File: src/rtl/m72_video_timing.sv
// -----------------------------------------------------------------------------
// m72_video_timing
//
// Raster timing generator for the M72 core. It produces the pixel/line
// counters, the sync and blanking strobes, and the two CPU interrupt sources:
// vblank and raster compare (line interrupt).
//
// Ports:
//   pixel_clock  in   1  pixel clock, all logic on the rising edge
//   reset_n      in   1  asynchronous active-low reset
//   hcount       out  9  current pixel in the line
//   vcount       out  9  current line
//   hsync        out  1  horizontal sync, active high
//   vsync        out  1  vertical sync, active high
//   hblank       out  1  high while hcount >= H_VISIBLE
//   vblank       out  1  high while vcount >= V_VISIBLE
//   raster_wr    in   1  write strobe for the raster-compare register
//   raster_din   in  10  [9] enable, [8:0] compare line
//   int_req      out  1  an interrupt is pending
//   int_vector   out  8  vector of the highest-priority pending source
//   int_ack      in   1  acknowledge from the CPU interrupt cycle
// -----------------------------------------------------------------------------
module m72_video_timing #(
    parameter int          H_TOTAL    = 512,
    parameter int          H_VISIBLE  = 384,
    parameter int          HS_START   = 416,
    parameter int          HS_END     = 448,
    parameter int          V_TOTAL    = 284,
    parameter int          V_VISIBLE  = 256,
    parameter int          VS_START   = 268,
    parameter int          VS_END     = 271,
    parameter logic [7:0]  VBL_VECTOR = 8'h20,
    parameter logic [7:0]  RAS_VECTOR = 8'h22
) (
    input  logic        pixel_clock,
    input  logic        reset_n,
    output logic [8:0]  hcount,
    output logic [8:0]  vcount,
    output logic        hsync,
    output logic        vsync,
    output logic        hblank,
    output logic        vblank,
    input  logic        raster_wr,
    input  logic [9:0]  raster_din,
    output logic        int_req,
    output logic [7:0]  int_vector,
    input  logic        int_ack
);

    localparam logic [8:0] H_LAST = 9'(H_TOTAL - 1);
    localparam logic [8:0] V_LAST = 9'(V_TOTAL - 1);
    localparam logic [8:0] H_VIS  = 9'(H_VISIBLE);
    localparam logic [8:0] V_VIS  = 9'(V_VISIBLE);
    localparam logic [8:0] HS_S   = 9'(HS_START);
    localparam logic [8:0] HS_E   = 9'(HS_END);
    localparam logic [8:0] VS_S   = 9'(VS_START);
    localparam logic [8:0] VS_E   = 9'(VS_END);

    logic [8:0] r_hcount;
    logic [8:0] r_vcount;
    logic       r_hsync;
    logic       r_vsync;
    logic       r_hblank;
    logic       r_vblank;
    logic       r_ras_en;
    logic [8:0] r_ras_line;
    logic       r_vbl_pend;
    logic       r_ras_pend;
    logic       r_int_req;
    logic [7:0] r_int_vector;

    logic       w_h_wrap;
    logic [8:0] w_h_next;
    logic [8:0] w_v_next;
    logic       w_vbl_set;
    logic       w_ras_set;
    logic       w_ack_vbl;
    logic       w_ack_ras;
    logic       w_presented_pend;
    logic [7:0] w_vec_next;

    always_comb begin
        w_h_wrap = (r_hcount == H_LAST);
        w_h_next = w_h_wrap ? 9'd0 : r_hcount + 9'd1;
        w_v_next = r_vcount;
        if (w_h_wrap) begin
            w_v_next = (r_vcount == V_LAST) ? 9'd0 : r_vcount + 9'd1;
        end

        // Both events are decoded on the edge that moves the counters onto
        // the trigger position, so each fires exactly once per frame/line.
        w_vbl_set = w_h_wrap && (w_v_next == V_VIS);
        w_ras_set = r_ras_en && (w_h_next == H_VIS) && (w_v_next == r_ras_line);

        // An ack only clears the source the CPU actually saw in int_vector;
        // an ack while nothing is being requested is ignored.
        w_ack_vbl = int_ack && r_int_req && (r_int_vector == VBL_VECTOR);
        w_ack_ras = int_ack && r_int_req && (r_int_vector == RAS_VECTOR);

        // Hold the presented vector while its source is still being requested
        // so a late higher-priority source cannot change it under the CPU.
        w_presented_pend = (r_int_vector == VBL_VECTOR) ? r_vbl_pend : r_ras_pend;
        if ((r_int_req && w_presented_pend) || !(r_vbl_pend || r_ras_pend)) begin
            w_vec_next = r_int_vector;
        end else begin
            w_vec_next = r_vbl_pend ? VBL_VECTOR : RAS_VECTOR;
        end
    end

    always_ff @(posedge pixel_clock or negedge reset_n) begin
        if (!reset_n) begin
            r_hcount     <= 9'd0;
            r_vcount     <= 9'd0;
            r_hsync      <= 1'b0;
            r_vsync      <= 1'b0;
            r_hblank     <= 1'b0;
            r_vblank     <= 1'b0;
            r_ras_en     <= 1'b0;
            r_ras_line   <= 9'd0;
            r_vbl_pend   <= 1'b0;
            r_ras_pend   <= 1'b0;
            r_int_req    <= 1'b0;
            r_int_vector <= VBL_VECTOR;
        end else begin
            r_hcount <= w_h_next;
            r_vcount <= w_v_next;

            // Decoded from the next counter values so they line up with the
            // counters presented in the same cycle.
            r_hsync  <= (w_h_next >= HS_S) && (w_h_next < HS_E);
            r_vsync  <= (w_v_next >= VS_S) && (w_v_next < VS_E);
            r_hblank <= (w_h_next >= H_VIS);
            r_vblank <= (w_v_next >= V_VIS);

            // Compare above used the old register value in this same cycle.
            if (raster_wr) begin
                r_ras_en   <= raster_din[9];
                r_ras_line <= raster_din[8:0];
            end

            // Set wins over a coincident ack; a re-set while pending is a no-op.
            r_vbl_pend <= w_vbl_set || (r_vbl_pend && !w_ack_vbl);
            r_ras_pend <= w_ras_set || (r_ras_pend && !w_ack_ras);

            r_int_req    <= r_vbl_pend || r_ras_pend;
            r_int_vector <= w_vec_next;
        end
    end

    assign hcount     = r_hcount;
    assign vcount     = r_vcount;
    assign hsync      = r_hsync;
    assign vsync      = r_vsync;
    assign hblank     = r_hblank;
    assign vblank     = r_vblank;
    assign int_req    = r_int_req;
    assign int_vector = r_int_vector;

endmodule

File: config.mk
export PLATFORM = sky130hd
export DESIGN_NAME = m72_video_timing
export DESIGN_NICKNAME = d
export VERILOG_FILES = /design/src/rtl/m72_video_timing.sv
export SDC_FILE = /design/constraint.sdc
export NUM_CORES = 1
export LEC_CHECK = 0
export CORE_MARGIN = 8
export CORE_UTILIZATION = 50
export CTS_CLUSTER_DIAMETER = 40
export DETAILED_ROUTE_END_ITERATION = 10
export PLACE_DENSITY = 0.8
export SYNTH_ARGS = -nofsm -noshare
export SYNTH_HDL_FRONTEND = slang
export SYNTH_SLANG_ARGS = --single-unit
File: constraint.sdc
create_clock -name pixel_clock -period 3.5 [get_ports pixel_clock]
set_clock_uncertainty 0.1 [all_clocks]
set_input_delay 0.35 -clock pixel_clock [delete_from_list [all_inputs] [get_ports pixel_clock]]
set_output_delay 0.35 -clock pixel_clock [all_outputs]
set_load 0.02 [all_outputs]
==> impl_results.md, run 1 <==
- Clock latency on the worst-skew pair: 0.28 ns
- DRT antenna net count: 0
- Worst Path Arrival: 3.08 ns
- Total CTS buffers: 5
- Hold slack: 0.374 ns
- Slew headroom: 63.6%
- Vias in the first global route: ~1400
- Area contributors post-synth: dfrtp_1, mux2_2, xnor2_1
- Final Setup Violations: 0
- WL/cell: 15.5 µm
- Top sig layer: met4
- Netlist Area Pre-Place: 1950 µm²
- Total clock sinks: 36
- Synth Instances: 179
- Final worst slack: 0.484 ns
- Worst vdd rail ir drop: 207 µV
- RD Place Congestion: 0.838
- Tcrit/Tclk final: between 80 and 90%
- Max Clk Rate: 332 MHz
- Req. time, crit path: 3.56 ns
- PortBufs: 37
- Num ports: 45
- Die Ht: 78.5 µm
- Dpl ws: 0.379 ns
- Vias/cell: 5.23
- Yosys reg bits: 36
- Worst Hold Class: input pin to asynchronous set/reset pin
- Root Buffer: clkbuf_8
- Synth cell types: 42
- Core area: 3720 µm²
- Final WL: 4120 µm
- Max clock buf depth: 2
- CP Max Fanout: 16
- Hold Fails Final Rpt: 0
- Async SR Flop Fraction: 100%
- Largest net degree at the start of global routing: 37
- Synth area leader: dfrtp_1
- Predominant post-synthesis flop cell: dfrtp_1
- Final TNS setup: 0 ns
- Worst Max-Slew Pin Slew: between 0.5 and 0.6 ns
- Startpoint class of the critical path: flop
- Std cell rows: 22
- Via count: 1385
- Met2 Wirelength: 2080 µm
- Power Density: 349 nW/µm²
- Status: completed
- Grt ovf: 0
- Yosys top cell area share: 46.1%
- Register area: ~900 µm²
- CTS tree: yes
- Drt first pass iters: 4
- Commonest non-fill, non-tap cell in the layout: clkdlybuf4s50_1
- Final non-filler cell total: 265
- Starting density of the core: 52.6%
- CP Class: flop to flop
- RSZ-0062 raised after global routing: false
- Max-cap viol count: 0
- Initial antenna violation count: 0
- Post-CTS Repair Setup Buffers: 0
- Leakage: approximately 1.0 nW
- Hold buffer count at CTS: 0
- Ys Warns: 0
- Tmin final: 3.02 ns
- Clock Pin Slew Worst Setup and Hold Paths: about 0.070 ns
- ANT cells: 0
- First-pass GRT wire length: 6930 µm
- H-Tree Depth: 2
- DR iter-0 viols: 116
- Post-synth EDFFs: 0
- HPWL Detailed: a little over 3000 µm
- Syn Area/Cell: 10.9 µm²
- WL met1: 1790 µm
- Pins over their slew limit: 0
- Commonest non-fill, non-tap cells in the layout: clkdlybuf4s50_1, dfrtp_1, nand2_1
- Routed wire length on met3: 198 µm
- Worst setup EP type: flop
- DIE AREA: around 6200 µm²
- Layout cells sized above 1: approximately 16%
- Number of instances in the placed design: 258
- Synth-to-Final Area Change: 23.4%
- Die width: a little under 80 µm
- Layout fillers: 303
- Multi-input logic area: 953 µm²
- Post-route DRC: 0
- Layout Nets: roughly 230
- Post-synthesis sequential area ratio: 46.1%
- Total GRT Usage: 13.9%
==> through the flow <==
stage / util, % / total power (W) / cell area [µm²]
after floorplan: - / 0.000528 / 1970
after global placement: 62.7 / 0.000576 / 2330
after detailed placement: 62.7 / 0.000579 / 2330
after CTS: 64.8 / 0.000852 / 2410
after global routing: 64.9 / 0.000883 / 2410
final: 64.9 / 0.000842 / 2410
==> layout make-up <==
cell class / count / area share, %
multi-input cells: 127 / 39.5
flip-flops and latches: 36 / 37.4
repair buffers: 40 / 16.3
clock buffers: 6 / 3.01
well taps: 48 / 2.49
inverters: 7 / 1.09
clock inverters: 1 / 0.208
==> synthesized netlist by cell type (2+ instances only) <==
library cell / number
o41ai_2: 2
mux2i_1: 2
nand2_1: 15
nor2b_1: 4
nand3_1: 4
a31oi_1: 3
xor2_1: 10
a31oi_4: 2
clkbuf_1: 2
a21oi_1: 5
o21ai_0: 6
buf_2: 3
inv_1: 7
buf_4: 8
conb_1: 2
nand4_1: 5
mux2_2: 10
xnor2_1: 12
ha_1: 3
nor2_1: 12
dfrtp_1: 36
nor3_1: 5
nor3b_1: 2
==> state kept, by name, indices dropped and copies added (netlist names) <==
| name | flops |
|---|---|
| r_ras_pend | 1 |
| r_vbl_pend | 1 |
| vblank | 1 |
| hcount | 9 |
| vsync | 1 |
| hblank | 1 |
| int_vector | 1 |
| hsync | 1 |
| r_ras_line | 9 |
| vcount | 9 |
| int_req | 1 |
| r_ras_en | 1 |
==> repair_timing <==
action	CTS	global route
hold endpoints to repair	0	0
gates resized for setup	0	1
setup endpoints to repair	0	1
==> worst paths after layout <==
path | from | end | slack [ns] | cells after the start
setup / recovery | hcount[0] | vsync | 0.48 | 10
hold / removal | reset_n | vcount[4] | 0.37 | 2
setup reg to reg | hcount[0] | vsync | 0.48 | 10
hold reg to reg | hcount[0] | hcount[0] | 0.39 | 1
max in group asynchronous | reset_n | r_ras_line[6] | 2.61 | 2
min in group pixel_clock | hcount[0] | hcount[0] | 0.39 | 1
==> worst max-delay path, stage by stage, from the launching register on <==
cell and delay, ns:
dfrtp_1 0.40, ha_1 0.25, nand2_1 0.12, nor3_1 0.23, ha_2 0.43, and3_4 0.27, nand3_1 0.09, xor2_1 0.21
a31oi_4 0.23, nand4b_2 0.17, a2111oi_2 0.40
==> layer usage <==
layer / up-vias / global-route usage, %
li1: 682 / -
met1: 662 / 17.5
met2: 37 / 22.9
met3: 4 / 3.08
met4: 0 / 5.00
met5: - / 0
==> report_power, final <==
group	switching, W	internal (W)
Sequential	0.0000227	0.000440
Combinational	0.0000513	0.0000551
Clock	0.000138	0.000135
Total	0.000212	0.000630
==> cell families after synthesis <==
group	after synthesis	share of synthesized area [%]
buffers and inverters	21	6.15
other	2	0.385
DFF	36	46.1
muxes	14	8.14
and+or+nand+nor	60	17.9
xor gates and xnor gates	22	9.87
adders and majority gates	3	1.92
AOI/OAI and AO/OA	21	9.48
(Power assumes the default switching activity.)
==> inputs of run 2 (changes only) <==
--- a/config.mk
+++ b/config.mk
@@ -9,7 +9,9 @@
 export CORE_UTILIZATION = 50
 export CTS_CLUSTER_DIAMETER = 40
 export DETAILED_ROUTE_END_ITERATION = 10
+export MAX_ROUTING_LAYER = met4
 export PLACE_DENSITY = 0.8
+export SETUP_SLACK_MARGIN = 0.02
 export SYNTH_ARGS = -nofsm -noshare
 export SYNTH_HDL_FRONTEND = slang
 export SYNTH_SLANG_ARGS = --single-unit
==> run 2 against run 1 <==
Compared with the run above: critical path depth stayed put; critical endpoint unchanged; via count is 0.14% higher; sequential power hardly changed; largest cell class unchanged; count of clock-buffer cells in the layout stayed put; die area stayed put; worst setup slack better by 0.0017 ns; sequential share of layout area stayed put.
==> impl_results.md, run 2 (synthesis results as in run 1) <==
- CTS tree: yes (unchanged)
- Layout cells sized above 1: 16.1% (unchanged)
- Std cell rows: 22 (unchanged)
- Commonest non-fill, non-tap cell in the layout: clkdlybuf4s50_1 (unchanged)
- Final Setup Violations: 0 (unchanged)
- Worst Hold Class: input pin to asynchronous set/reset pin (unchanged)
- Clock Pin Slew Worst Setup and Hold Paths: 0.08 ns (was 0.07 ns)
- Core area: 3720 µm² (unchanged)
- Layout Nets: 234 (unchanged)
- Worst setup EP type: flop (unchanged)
- Power Density: 351 nW/µm² (was 349 nW/µm²)
- CP Class: flop to flop (unchanged)
- WL/cell: 15.6 µm (was 15.5 µm)
- Final TNS setup: 0 ns (unchanged)
- Max Clk Rate: 332 MHz (about the same)
- Worst vdd rail ir drop: 211 µV (was 207 µV)
- CP Capture Point: vsync (unchanged)
- Final WL: 4140 µm (was 4120 µm)
- RSZ-0062 raised after global routing: false (unchanged)
- Via count: 1387 (was 1385)
- DIE AREA: 6160 µm² (unchanged)
- Total GRT Usage: 14.4% (was 13.9%)
- Clock latency on the worst-skew pair: 0.29 ns (was 0.28 ns)
- Leakage: 1.00 nW (unchanged)
- Max clock buf depth: 2 (unchanged)
- Multi-input logic area: 953 µm² (unchanged)
- DRT antenna net count: 0 (unchanged)
- Post-CTS Repair Setup Buffers: 0 (unchanged)
- Hold Fails Final Rpt: 0 (unchanged)
- Register area: 901 µm² (unchanged)
- Worst Max-Slew Pin Slew: 0.544 ns (was 0.545 ns)
- Sequential fraction of design power: 54.7% (was 54.9%)
- Combinational power share: 12.6% (about the same)
- Total CTS buffers: 5 (unchanged)
- HPWL Detailed: 3110 µm (unchanged)
- Vias in the first global route: 1409 (was 1410)
- Final non-filler cell total: 265 (unchanged)
- PortBufs: 37 (unchanged)
- Commonest non-fill, non-tap cells in the layout: clkdlybuf4s50_1, dfrtp_1, nand2_1 (unchanged)
- CP Max Fanout: 16 (unchanged)
- Layout fillers: 303 (unchanged)
- Total clock sinks: 36 (unchanged)
- First-pass GRT wire length: 6950 µm (was 6930 µm)
- Dpl ws: 0.379 ns (unchanged)
- Synth-to-Final Area Change: 23.4% (unchanged)
- Reg2reg path depth: 10 (unchanged)
- Switching share of power: 25.5% (was 25.2%)
- Slew headroom: 63.7% (was 63.6%)
- Final worst slack: 0.485 ns (was 0.484 ns)
- Vias/cell: 5.23 (about the same)
- Largest net degree at the start of global routing: 37 (unchanged)
- Startpoint class of the critical path: flop (unchanged)
- Crit path launch: hcount[0] (unchanged)
- Part of the power in the clock network: 32.7% (was 32.4%)
- Die Ht: 78.5 µm (unchanged)
- ANT cells: 0 (unchanged)
- Reg2reg end: vsync (unchanged)
- Die width: 78.5 µm (unchanged)
- Root Buffer: clkbuf_8 (unchanged)
- Num ports: 45 (unchanged)
- Drt first pass iters: 4 (unchanged)
- DR iter-0 viols: 127 (was 116)
- Initial antenna violation count: 0 (unchanged)
- H-Tree Depth: 2 (unchanged)
- Pins over their slew limit: 0 (unchanged)
- Max-cap viol count: 0 (unchanged)
- Grt ovf: 0 (unchanged)
- RD Place Congestion: 0.851 (was 0.838)
- Internal: 0.000630 W (about the same)
- Req. time, crit path: 3.56 ns (about the same)
- Status: completed (unchanged)
- Post-route DRC: 0 (unchanged)
- Worst Path Arrival: 3.08 ns (about the same)
- Starting density of the core: 52.6% (unchanged)
- Tmin final: 3.01 ns (was 3.02 ns)
- Number of instances in the placed design: 258 (unchanged)
- Switching power: 0.000216 W (was 0.000212 W)
- Tcrit/Tclk final: 86.1% (was 86.2%)
- Reg2Reg Launch Point: hcount[0] (unchanged)
- Reg2reg setup slack: 0.49 ns (was 0.48 ns)
[run 2: worst min-delay path by stage]
stage | to | start | slack, ns
global placement | hcount[0] | hcount[0] | 0.38
CTS | r_ras_pend | reset_n | 0.39
finish | r_vbl_pend | reset_n | 0.37
floorplan | hblank | reset_n | -0.05
global route | r_ras_pend | reset_n | 0.42
detailed placement | int_req | r_ras_pend | 0.38
[run 2: cell type report]
cell class,count,share of cell area (%)
repair buffers,40,16.3
well taps,48,2.49
flip-flops and latches,36,37.4
clock buffers,6,3.01
clock inverters,1,0.208
inverters,7,1.09
multi-input cells,127,39.5
[run 2: metrics by stage]
stage | power (W) | instance area [µm²] | util, % | hold WS [ns]
final | 0.000846 | 2410 | 64.9 | 0.370
after CTS | 0.000852 | 2410 | 64.8 | 0.386
after global routing | 0.000885 | 2410 | 64.9 | 0.417
after detailed placement | 0.000579 | 2330 | 62.7 | 0.379
after floorplan | 0.000528 | 1970 | - | -0.0456
after global placement | 0.000576 | 2330 | 62.7 | 0.376
[run 2: repair_timing]
action,in CTS,in global routing
endpoints found under the setup margin,0,1
gates resized for setup,0,1
hold buffers,0,0
[run 2: routing by layer]
layer	global-route usage, %	part of all wire (%)	up-vias
met5	-	0	-
met4	5.00	1.2	0
met3	2.85	4.7	4
met2	22.8	50	41
met1	17.8	44	660
li1	-	-	682
[run 2: power by group through the flow]
stage	registers (W)	clock network, W	logic, W
final	0.000463	0.000277	0.000106
after detailed placement	0.000470	0	0.000109
after floorplan	0.000475	0	0.0000534
after CTS	0.000463	0.000281	0.000108
after global placement	0.000469	0	0.000106
after global routing	0.000466	0.000301	0.000118
[run 2: critical path, stage by stage (launching register included)]
cell and delay [ns]:
dfrtp_1 0.40, ha_1 0.25, nand2_1 0.12, nor3_1 0.23, ha_2 0.43, and3_4 0.27, nand3_1 0.09, xor2_1 0.21
a31oi_4 0.23, nand4b_2 0.17, a2111oi_2 0.40
